`config.mk`:
```
export PLATFORM = sky130hd
export DESIGN_NAME = conv_filter_scheduler
export DESIGN_NICKNAME = d
export VERILOG_FILES = /design/src/rtl/conv_filter_scheduler.sv
export SDC_FILE = /design/constraint.sdc
export NUM_CORES = 1
export LEC_CHECK = 0
export ABC_AREA = 1
export CAP_MARGIN = 5
export CORE_MARGIN = 10
export CORE_UTILIZATION = 56
export CTS_CLUSTER_DIAMETER = 120
export DETAILED_ROUTE_END_ITERATION = 6
export HOLD_SLACK_MARGIN = 0.15
export PLACE_DENSITY = 0.95
export RECOVER_POWER = 50
export SETUP_SLACK_MARGIN = 0.15
export SLEW_MARGIN = 20
export SYNTH_ARGS = -nofsm -noshare
export SYNTH_HDL_FRONTEND = slang
export SYNTH_SLANG_ARGS = --single-unit
```
`constraint.sdc`:
```
create_clock -name clk -period 2.2 [get_ports clk]
set_input_delay 0.22 -clock clk [delete_from_list [all_inputs] [get_ports clk]]
set_output_delay 0.22 -clock clk [all_outputs]
set_load 0.05 [all_outputs]
```
`src/rtl/conv_filter_scheduler.sv`:
```
// Steps a bank of P conv engines through every filter set of a layer:
// load set, run a fixed-length pass, then hold a capture request until the store accepts it.
module conv_filter_scheduler #(
  parameter int K           = 6,
  parameter int P           = 2,
  parameter int PASS_CYCLES = 1569,
  parameter int CNT_W       = 16,
  parameter int SET_W       = 8
) (
  input  logic             clk,
  input  logic             reset,
  input  logic             start,
  input  logic             abort,
  output logic             busy,
  output logic             done,
  output logic [SET_W-1:0] filter_set,
  output logic [P-1:0]     slot_valid,
  output logic             eng_reset,
  output logic             eng_run,
  output logic             cap_valid,
  input  logic             cap_ready,
  output logic [SET_W-1:0] cap_bank,
  output logic [CNT_W-1:0] pass_count
);

  localparam int NUM_SETS = (K + P - 1) / P;
  localparam logic [SET_W-1:0] LAST_SET = SET_W'(NUM_SETS - 1);
  localparam logic [CNT_W-1:0] LAST_CNT = CNT_W'(PASS_CYCLES - 1);

  typedef enum logic [2:0] {
    S_IDLE,
    S_LOAD,
    S_RUN,
    S_CAPTURE,
    S_DONE
  } state_t;

  state_t state;

  assign cap_bank = filter_set;

  // Engines beyond K in a partial final set are masked so their maps are not stored.
  always_comb begin
    int base;
    base       = int'(filter_set) * P;
    slot_valid = '0;
    for (int i = 0; i < P; i++) begin
      slot_valid[i] = (base + i) < K;
    end
  end

  always_ff @(posedge clk) begin
    if (reset) begin
      state      <= S_IDLE;
      busy       <= 1'b0;
      done       <= 1'b0;
      filter_set <= '0;
      eng_reset  <= 1'b1;
      eng_run    <= 1'b0;
      cap_valid  <= 1'b0;
      pass_count <= '0;
    end else if (abort && state != S_IDLE) begin
      state      <= S_IDLE;
      busy       <= 1'b0;
      done       <= 1'b0;
      filter_set <= '0;
      eng_reset  <= 1'b1;
      eng_run    <= 1'b0;
      cap_valid  <= 1'b0;
    end else begin
      done <= 1'b0;
      case (state)
        S_IDLE: begin
          if (start && !abort) begin
            state      <= S_LOAD;
            busy       <= 1'b1;
            filter_set <= '0;
            eng_reset  <= 1'b1;
            pass_count <= '0;
          end
        end
        S_LOAD: begin
          state      <= S_RUN;
          eng_reset  <= 1'b0;
          eng_run    <= 1'b1;
          pass_count <= '0;
        end
        S_RUN: begin
          if (pass_count == LAST_CNT) begin
            state     <= S_CAPTURE;
            eng_run   <= 1'b0;
            cap_valid <= 1'b1;
          end else begin
            pass_count <= pass_count + CNT_W'(1);
          end
        end
        S_CAPTURE: begin
          // Engines stay out of reset so their outputs remain valid until the store takes them.
          if (cap_ready) begin
            cap_valid <= 1'b0;
            eng_reset <= 1'b1;
            if (filter_set == LAST_SET) begin
              state <= S_DONE;
              done  <= 1'b1;
            end else begin
              state      <= S_LOAD;
              filter_set <= filter_set + SET_W'(1);
            end
          end
        end
        S_DONE: begin
          state      <= S_IDLE;
          busy       <= 1'b0;
          filter_set <= '0;
          eng_reset  <= 1'b1;
        end
        default: begin
          state <= S_IDLE;
        end
      endcase
    end
  end

endmodule

```
# After elaboration in Yosys (flattened, before gate mapping)
# Cells that the tools add are included.
# classes
shift	0
n_lt_le_gt_ge	2
div_mod_pow	0
n_eq_ne	11
addsub	3
n_bitwise	3
multipliers	0
muxes	22
reduce_logical	20
# ops
operator	n
16-bit one-hot mux with 3 select lines	1
16-bit two-way mux	2
8-bit two-way mux	3
8-bit one-hot mux with 3 select lines	1
16-bit by 1-bit adder with 16-bit output (second input constant)	1
16-bit by 11-bit == test with 1-bit output (second input constant)	1
3-bit two-way mux	4
3-bit one-hot mux with 4 select lines	1
9-bit by 1-bit adder with 10-bit output (second input constant)	1
10-bit by 3-bit less-than comparator with 1-bit output (second input constant)	1
2-bit inequality test (second input constant)	5
9-bit by 3-bit less-than comparator with 1-bit output (second input constant)	1
3-bit AND reduction	3
3-bit nonzero test	3
8-bit by 1-bit adder with 8-bit output (second input constant)	1
8-bit by 2-bit == test with 1-bit output (second input constant)	1
4-bit AND reduction	2
3-bit by 2-bit == test with 1-bit output (second input constant)	2
1-bit two-way mux	6
1-bit one-hot mux with 2 select lines	3
2-bit nonzero test	3
1-bit one-hot mux with 4 select lines	1
2-bit AND reduction	2
4-bit nonzero test	1
8 further kinds	11
# totals
latch_bits	0
inputBits	5
reg_bits	32
mem_bits_ro	0
ramBits	0
out_inout_bits	39
memories	0
wordCells	69

# Longest topological paths before layout
# Gate-level depths: netlist of the first run.
# depth
ltp_word	4
ltp_mapped	10
mapped_depth_nobuf	10

# Worst setup path after synthesis of the first run
# Ideal clock, no wire load.
# synth_path
path_type	reg-to-output
start	register filter_set[5] (netlist: cap_bank[5])
end	output slot_valid[1]
t_required_ns	1.980
path_slack_ns	-0.179
path_stages_with_launch	6
path_buffers	0
t_arrival_ns	2.159
path_cell_list	dfxtp_1 -> inv_1 -> nand2_1 -> nor2_1 -> inv_1 -> a211oi_1
# synth_via
elab_chain_len	2
# synth_rtl
item	line	source
from (decl)	16	output logic [SET_W-1:0] filter_set,
from (signal assigned)	107	filter_set <= filter_set + SET_W'(1);
9-bit by 1-bit adder with 10-bit output	48	slot_valid[i] = (base + i) < K;
10-bit by 3-bit less-than comparator with 1-bit output	48	
to (decl)	17	output logic [P-1:0] slot_valid,
# Every way passes these cells.

# Worst setup path in the final report of the first run
# layout_path
start	register state[0]
end	register pass_count[15]
# layout_via
elab_chain_len	4
elab_cells_between_ends	11
cone_classes	eq/ne: 4; mux: 1; bitwise: 1; reduce/logical: 5
# layout_rtl
item	line	source
from (decl)	38	state_t state;
from (signal assigned)	54	state <= S_IDLE;
from (signal assigned)	63	state <= S_IDLE;
from (signal assigned)	75	state <= S_LOAD;
parallel branches: the longest is 4 deep, another holds 4-bit AND reduction	-	
to (signal assigned)	94	pass_count <= pass_count + CNT_W'(1);
to (decl)	23	output logic [CNT_W-1:0] pass_count
# Several ways; the timed one is not identified.
# A chain may end at the register's enable or synchronous reset.

==> impl_metrics.yaml, run 1 <==
min_path:
  hold_class: "reg -> reg"
critical_path:
  worstPathArrival_ns: 2.12
  critical_path_depth: 8
  cp.required_ns: 2.38
  critical_path_class: "reg -> reg"
  endpoint: "pass_count[15]"
  timing.rr.end: "pass_count[15]"
  cp_top_family: "simple AND/OR/NAND/NOR gates"
  path_cells: "nor2_1, a21oi_1, nor2_8, nand2_4, inv_2, nand2_1, nand2_1, nor2_1"
  crit_buf_inv: 1
  slowest_stage: "dfxtp_1"
  r2r_setup_slack_ns: 0.26
  cp-end-kind: "register"
  crit_path_start_kind: "register"
  slowest_delay_ns: 0.39
  worst_r2r_path_depth: 8
  reg2reg_from: "state[0]"
  cp-startpoint: "state[0]"
  path_max_fanout: 19
floorplan:
  core_um2: 3970
  ios: 44
  die_y_um: 83.9
  die_x_um: 83.9
  rows: 23
  initial_core_util_pct: 57.6
  die_area_um2: 7040
detailed_routing:
  vias_per_cell: 5.29
  drc_errors: 0
  vias: 2417
  wirelength_mm: 6.03
  ant_nets: 0
  drtPass1Iterations: 4
  drt_iter0_drc: 197
  wire_per_inst_um: 13.2
sta:
  holdWs_ns: 0.459
  worst_slew_pin_slew_ns: 0.652
  relSlewSlack_pct: 56.5
  setup_tns_ns: 0
  finalMaxSlewViolations: 0
  fmax_mhz: 515
  rsz0062_at_grt: "false"
  period_minus_slack_ns: 1.94
  setup_viol: 0
  clock_skew_ns: 0.0125
  hold_viol: 0
  period_share_pct: 88.2
clock_tree:
  cts.clk_slew.worst_paths_ns: 0.08
  cts_sinks: 32
  htreeDepth: 2
  cts_root_buf: "clkbuf_8"
  cts_tree: "yes"
  cts_made_buffers: 5
  clk_latency_ns: 0.29
  cts_resized: 0
  ctsHoldBuffers: 0
  post_cts_buffers: 0
  clockBufferDepth: 2
layout:
  utilization_pct: 69.2
  num_antenna_cells: 0
  drive_above_1_share_pct: 9.09
  instances_no_fill: 457
  num-fill-cells: 364
  final_cell_mix: "111 x nand2_1, 61 x nor2_1, 51 x inv_1"
  area_growth_syn_to_layout_pct: 20.1
  nets: 415
  mostFrequentLayoutCell: "nand2_1"
logic_synthesis:
  ys_async_sr_fraction_pct: 0
  seq_area_frac_synth_pct: 28.0
  ys.flop_type: "dfxtp_1"
  synth_area_um2: 2290
  syn-num-nets: 377
  ys_ff_latch: 32
  yosysWarnings: 0
  synth_edf_count: 0
  ys_types: 34
  synth_area_per_cell_um2: 6.22
  syn_inst: 368
power:
  p_leak_nw: 1.17
  ir_drop_v: 0.000409
  powerDensity_nw_per_um2: 935
  total_power_mw: 2.57
grt:
  grt_usage_pct: 17.3
  antenna_found_initial: 0
  grt_pass1_vias: 2354
  grt_max_degree: 20
  grt_pass1_wl_mm: 10.5
  grt_overflow: 0
outcome:
  status: "finished clean"
placement:
  hpwl_mm: 4.64
  gp_congestion: 0.920
  dpl.cell_count: 449
  portBuffers: 43
job:
  drv_cap: 0
-- cells by family after synthesis --
| family | share of synthesized area, % |
|---|---|
| AND/OR/NAND/NOR | 45.6 |
| buffers and inverters | 14.2 |
| AO/OA/AOI/OAI | 10.1 |
| flip-flops | 28.0 |
| adder cells (fa/ha/maj) | 2.19 |
-- synth_stat cells, types with 3 or more instances --
| cell type | number | share of area [%] |
|---|---|---|
| nand4_1 | 3 | 0.82 |
| nand3_4 | 5 | 3.8 |
| inv_1 | 50 | 8.2 |
| nand3_1 | 25 | 5.5 |
| nor3_1 | 5 | 1.1 |
| o21ai_0 | 10 | 2.2 |
| dfxtp_1 | 32 | 28 |
| buf_4 | 9 | 3.0 |
| inv_2 | 5 | 0.82 |
| a31oi_1 | 3 | 0.82 |
| nand2_1 | 111 | 18 |
| nor2_1 | 60 | 9.8 |
| ha_1 | 4 | 2.2 |
| nand2_2 | 3 | 0.82 |
| a21oi_1 | 17 | 3.7 |
-- how the worst min path moves through the flow --
| stage | startpoint | end | slack, ns | depth (start not counted) |
|---|---|---|---|---|
| finish | cap_valid | cap_valid | 0.46 | 2 |
| global route | eng_run | eng_run | 0.52 | 2 |
| floorplan | cap_ready | done | 0.43 | 2 |
| CTS | cap_valid | cap_valid | 0.46 | 2 |
| detailed placement | cap_valid | cap_valid | 0.45 | 2 |
| global placement | cap_valid | cap_valid | 0.44 | 2 |
-- per-stage QoR --
stage                     area (um^2)  setup slack (ns)
final                            2750             0.259
after global routing             2750             0.137
after floorplan                  2300             0.283
after global placement           2690             0.413
after CTS                        2780             0.314
after detailed placement         2690             0.327
-- layer usage --
layer	vias up	wire [um]	GRT usage (%)
met5	-	0	0
met1	1079	2430	18.5
met4	0	92	7.76
met2	112	3010	30.2
met3	11	498	5.37
li1	1215	-	-
-- flip-flops by register name, summed over array words and instances, names as in the netlist --
register,flops
eng_run,1
state,3
cap_bank,8
done,1
eng_reset,1
busy,1
cap_valid,1
pass_count,16
-- area by class of cell --
type | instances | area (um^2) | area share [%]
Multi-Input combinational cell | 266 | 1300 | 47.4
Sequential cell | 32 | 641 | 23.3
Timing Repair Buffer | 44 | 433 | 15.8
Inverter | 57 | 221 | 8.06
Clock buffer | 5 | 68.8 | 2.51
Tap cell | 50 | 62.6 | 2.28
Clock inverter | 3 | 18.8 | 0.683
-- where the power goes --
group / switching, mW / internal (mW) / leakage [nW] / total, mW
registers: 0.0720 / 0.643 / 0.259 / 0.715
logic: 1.01 / 0.390 / 0.861 / 1.40
clock network: 0.236 / 0.220 / 0.0479 / 0.456
-- worst reg2reg max path: cells and delay by family, from the launching register on --
family	cells	cell delay (ns)
compound gates	1	0.30
buf+inv	1	0.11
flops	1	0.39
simple gates	6	1.06
No activity file was read; power rests on OpenSTA's default activity.
==> run 2: changes to the inputs <==
CORE_MARGIN = 8   (was 10)
RECOVER_POWER = 100   (was 50)
==> run 2 against run 1 <==
Net effect:
- combinational power barely moved
- largest cell class unchanged
- via count fell by 0.25%
- global-route usage increased by 1.4 points
- register-to-register slack better by 0.09 ns
- first-iteration DRC count is 18% lower
- worst hold slack lost 0.0078 ns
- critical endpoint is now cap_bank[1]
- highest routed layer unchanged
- total power about the same
- sequential cell count stayed put
- non-clock buffer count stayed put
- final area increased by 0.27%
- critical path depth is 7 lower
==> impl_metrics.yaml, run 2 (synthesis gave the netlist of run 1 again) <==
outcome:
  status: "finished clean"
detailed_routing:
  wire_per_inst_um: 12.7
  drt_iter0_drc: 162
  ant_nets: 0
  drtPass1Iterations: 5
  vias: 2411
  drc_errors: 0
  wirelength_mm: 5.82
  vias_per_cell: 5.28
critical_path:
  path_max_fanout: 7
  cp_top_family: "buffers and inverters"
  cp-end-kind: "output port"
  r2r_setup_slack_ns: 0.35
  slowest_stage: "dlygate4sd3_1"
  cp.required_ns: 1.98
  slowest_delay_ns: 0.92
  critical_path_class: "reg -> out"
  path_cells: "dlygate4sd3_1"
  worstPathArrival_ns: 1.68
  crit_buf_inv: 1
  crit_path_start_kind: "register"
min_path:
  hold_class: "reg -> reg"
layout:
  num_antenna_cells: 0
  drive_above_1_share_pct: 8.85
  nets: 415
  largest_reg_flops: 16
  top_register: "pass_count"
  mostFrequentLayoutCell: "nand2_1"
  num-fill-cells: 337
  final_cell_mix: "111 x nand2_1, 63 x nor2_1, 51 x inv_1"
  area_growth_syn_to_layout_pct: 20.4
sta:
  rsz0062_at_grt: "false"
  setup_tns_ns: 0
  setup_viol: 0
  fmax_mhz: 526
  finalMaxSlewViolations: 0
  worst_slew_pin_slew_ns: 0.631
  holdWs_ns: 0.451
  period_share_pct: 86.4
  relSlewSlack_pct: 57.9
  clock_skew_ns: 0.00905
  period_minus_slack_ns: 1.90
  hold_viol: 0
clock_tree:
  cts_made_buffers: 5
  cts_resized: 0
  post_cts_buffers: 0
  ctsHoldBuffers: 0
  cts_root_buf: "clkbuf_8"
  htreeDepth: 2
  clockBufferDepth: 2
  cts.clk_slew.worst_paths_ns: 0.07
  clk_latency_ns: 0.29
  cts_tree: "yes"
  cts_sinks: 32
grt:
  gr-usage-met3_pct: 4.73
  grt-busiest-layer: "met2"
  grt_usage_pct: 18.7
  grt_overflow: 0
  antenna_found_initial: 0
  grt_pass1_vias: 2227
  grt_pass1_wl_mm: 9.78
  use_met1_pct: 21.2
  grt_util_met2_pct: 33.0
  grt_max_degree: 20
power:
  p_leak_nw: 1.25
  ir_drop_v: 0.000485
  powerDensity_nw_per_um2: 933
placement:
  gp_congestion: 0.968
  portBuffers: 43
  hpwl_mm: 4.41
floorplan:
  ios: 44
  die_area_um2: 6390
  initial_core_util_pct: 57.6
  core_um2: 3970
  die_y_um: 79.9
  die_x_um: 79.9
  rows: 23
job:
  drv_cap: 0
run 2: cell count changes in the layout (fill, tap and decap cells not counted), sizes merged:
cell           before  now
clkdlybuf4s50      26    4
dlygate4sd3        15   37
clkbuf              5    8
buf                 3    1
clkinv              4    3
run 2: area by class of cell:
cell class,count,area [um^2],area share (%)
Clock inverter,2,10.0,0.363
Tap cell,50,62.6,2.27
Timing Repair Buffer,44,428,15.5
Sequential cell,32,641,23.3
Multi-Input combinational cell,266,1310,47.5
Inverter,57,221,8.04
Clock buffer,6,82.6,3.00
run 2: worst min-delay path: stages (launching register included):
cell and delay, ns:
dfxtp_1 0.31, inv_1 0.05, a21oi_1 0.05
run 2: per-layer routing:
metal | up-vias | part of all wire [%] | wire length, um
li1 | 1217 | - | -
met3 | 15 | 9.0 | 522
met2 | 104 | 48 | 2820
met5 | - | 0 | 0
met4 | 0 | 2.0 | 116
met1 | 1075 | 41 | 2360
run 2: path summary, 6_finish.rpt:
| path | startpoint | endpoint | cells past startpoint |
|---|---|---|---|
| hold reg to reg | cap_valid | cap_valid | 2 |
| setup reg to reg | state[0] | pass_count[9] | 8 |
| hold / removal | cap_valid | cap_valid | 2 |
| setup / recovery | cap_bank[1] | cap_bank[1] | 1 |
run 2: where the power goes:
group          total, mW  internal [mW]  switching [mW]  leakage [nW]
registers          0.713          0.643          0.0697         0.259
clock network      0.477          0.250           0.227        0.0510
logic               1.38          0.380           0.999         0.941
total               2.57           1.27            1.30          1.25
run 2: metrics by stage:
stage	util, %	setup slack [ns]	area, um^2	std cells	power [mW]
6_report	69.3	0.300	2750	457	2.57
5_1_grt	69.3	0.173	2750	457	2.73
4_1_cts	70.1	0.342	2780	457	2.64
3_5_place_dp	67.7	0.340	2690	449	2.17
3_3_place_gp	67.7	0.415	2690	449	2.11
2_1_floorplan	-	0.283	2300	368	1.87
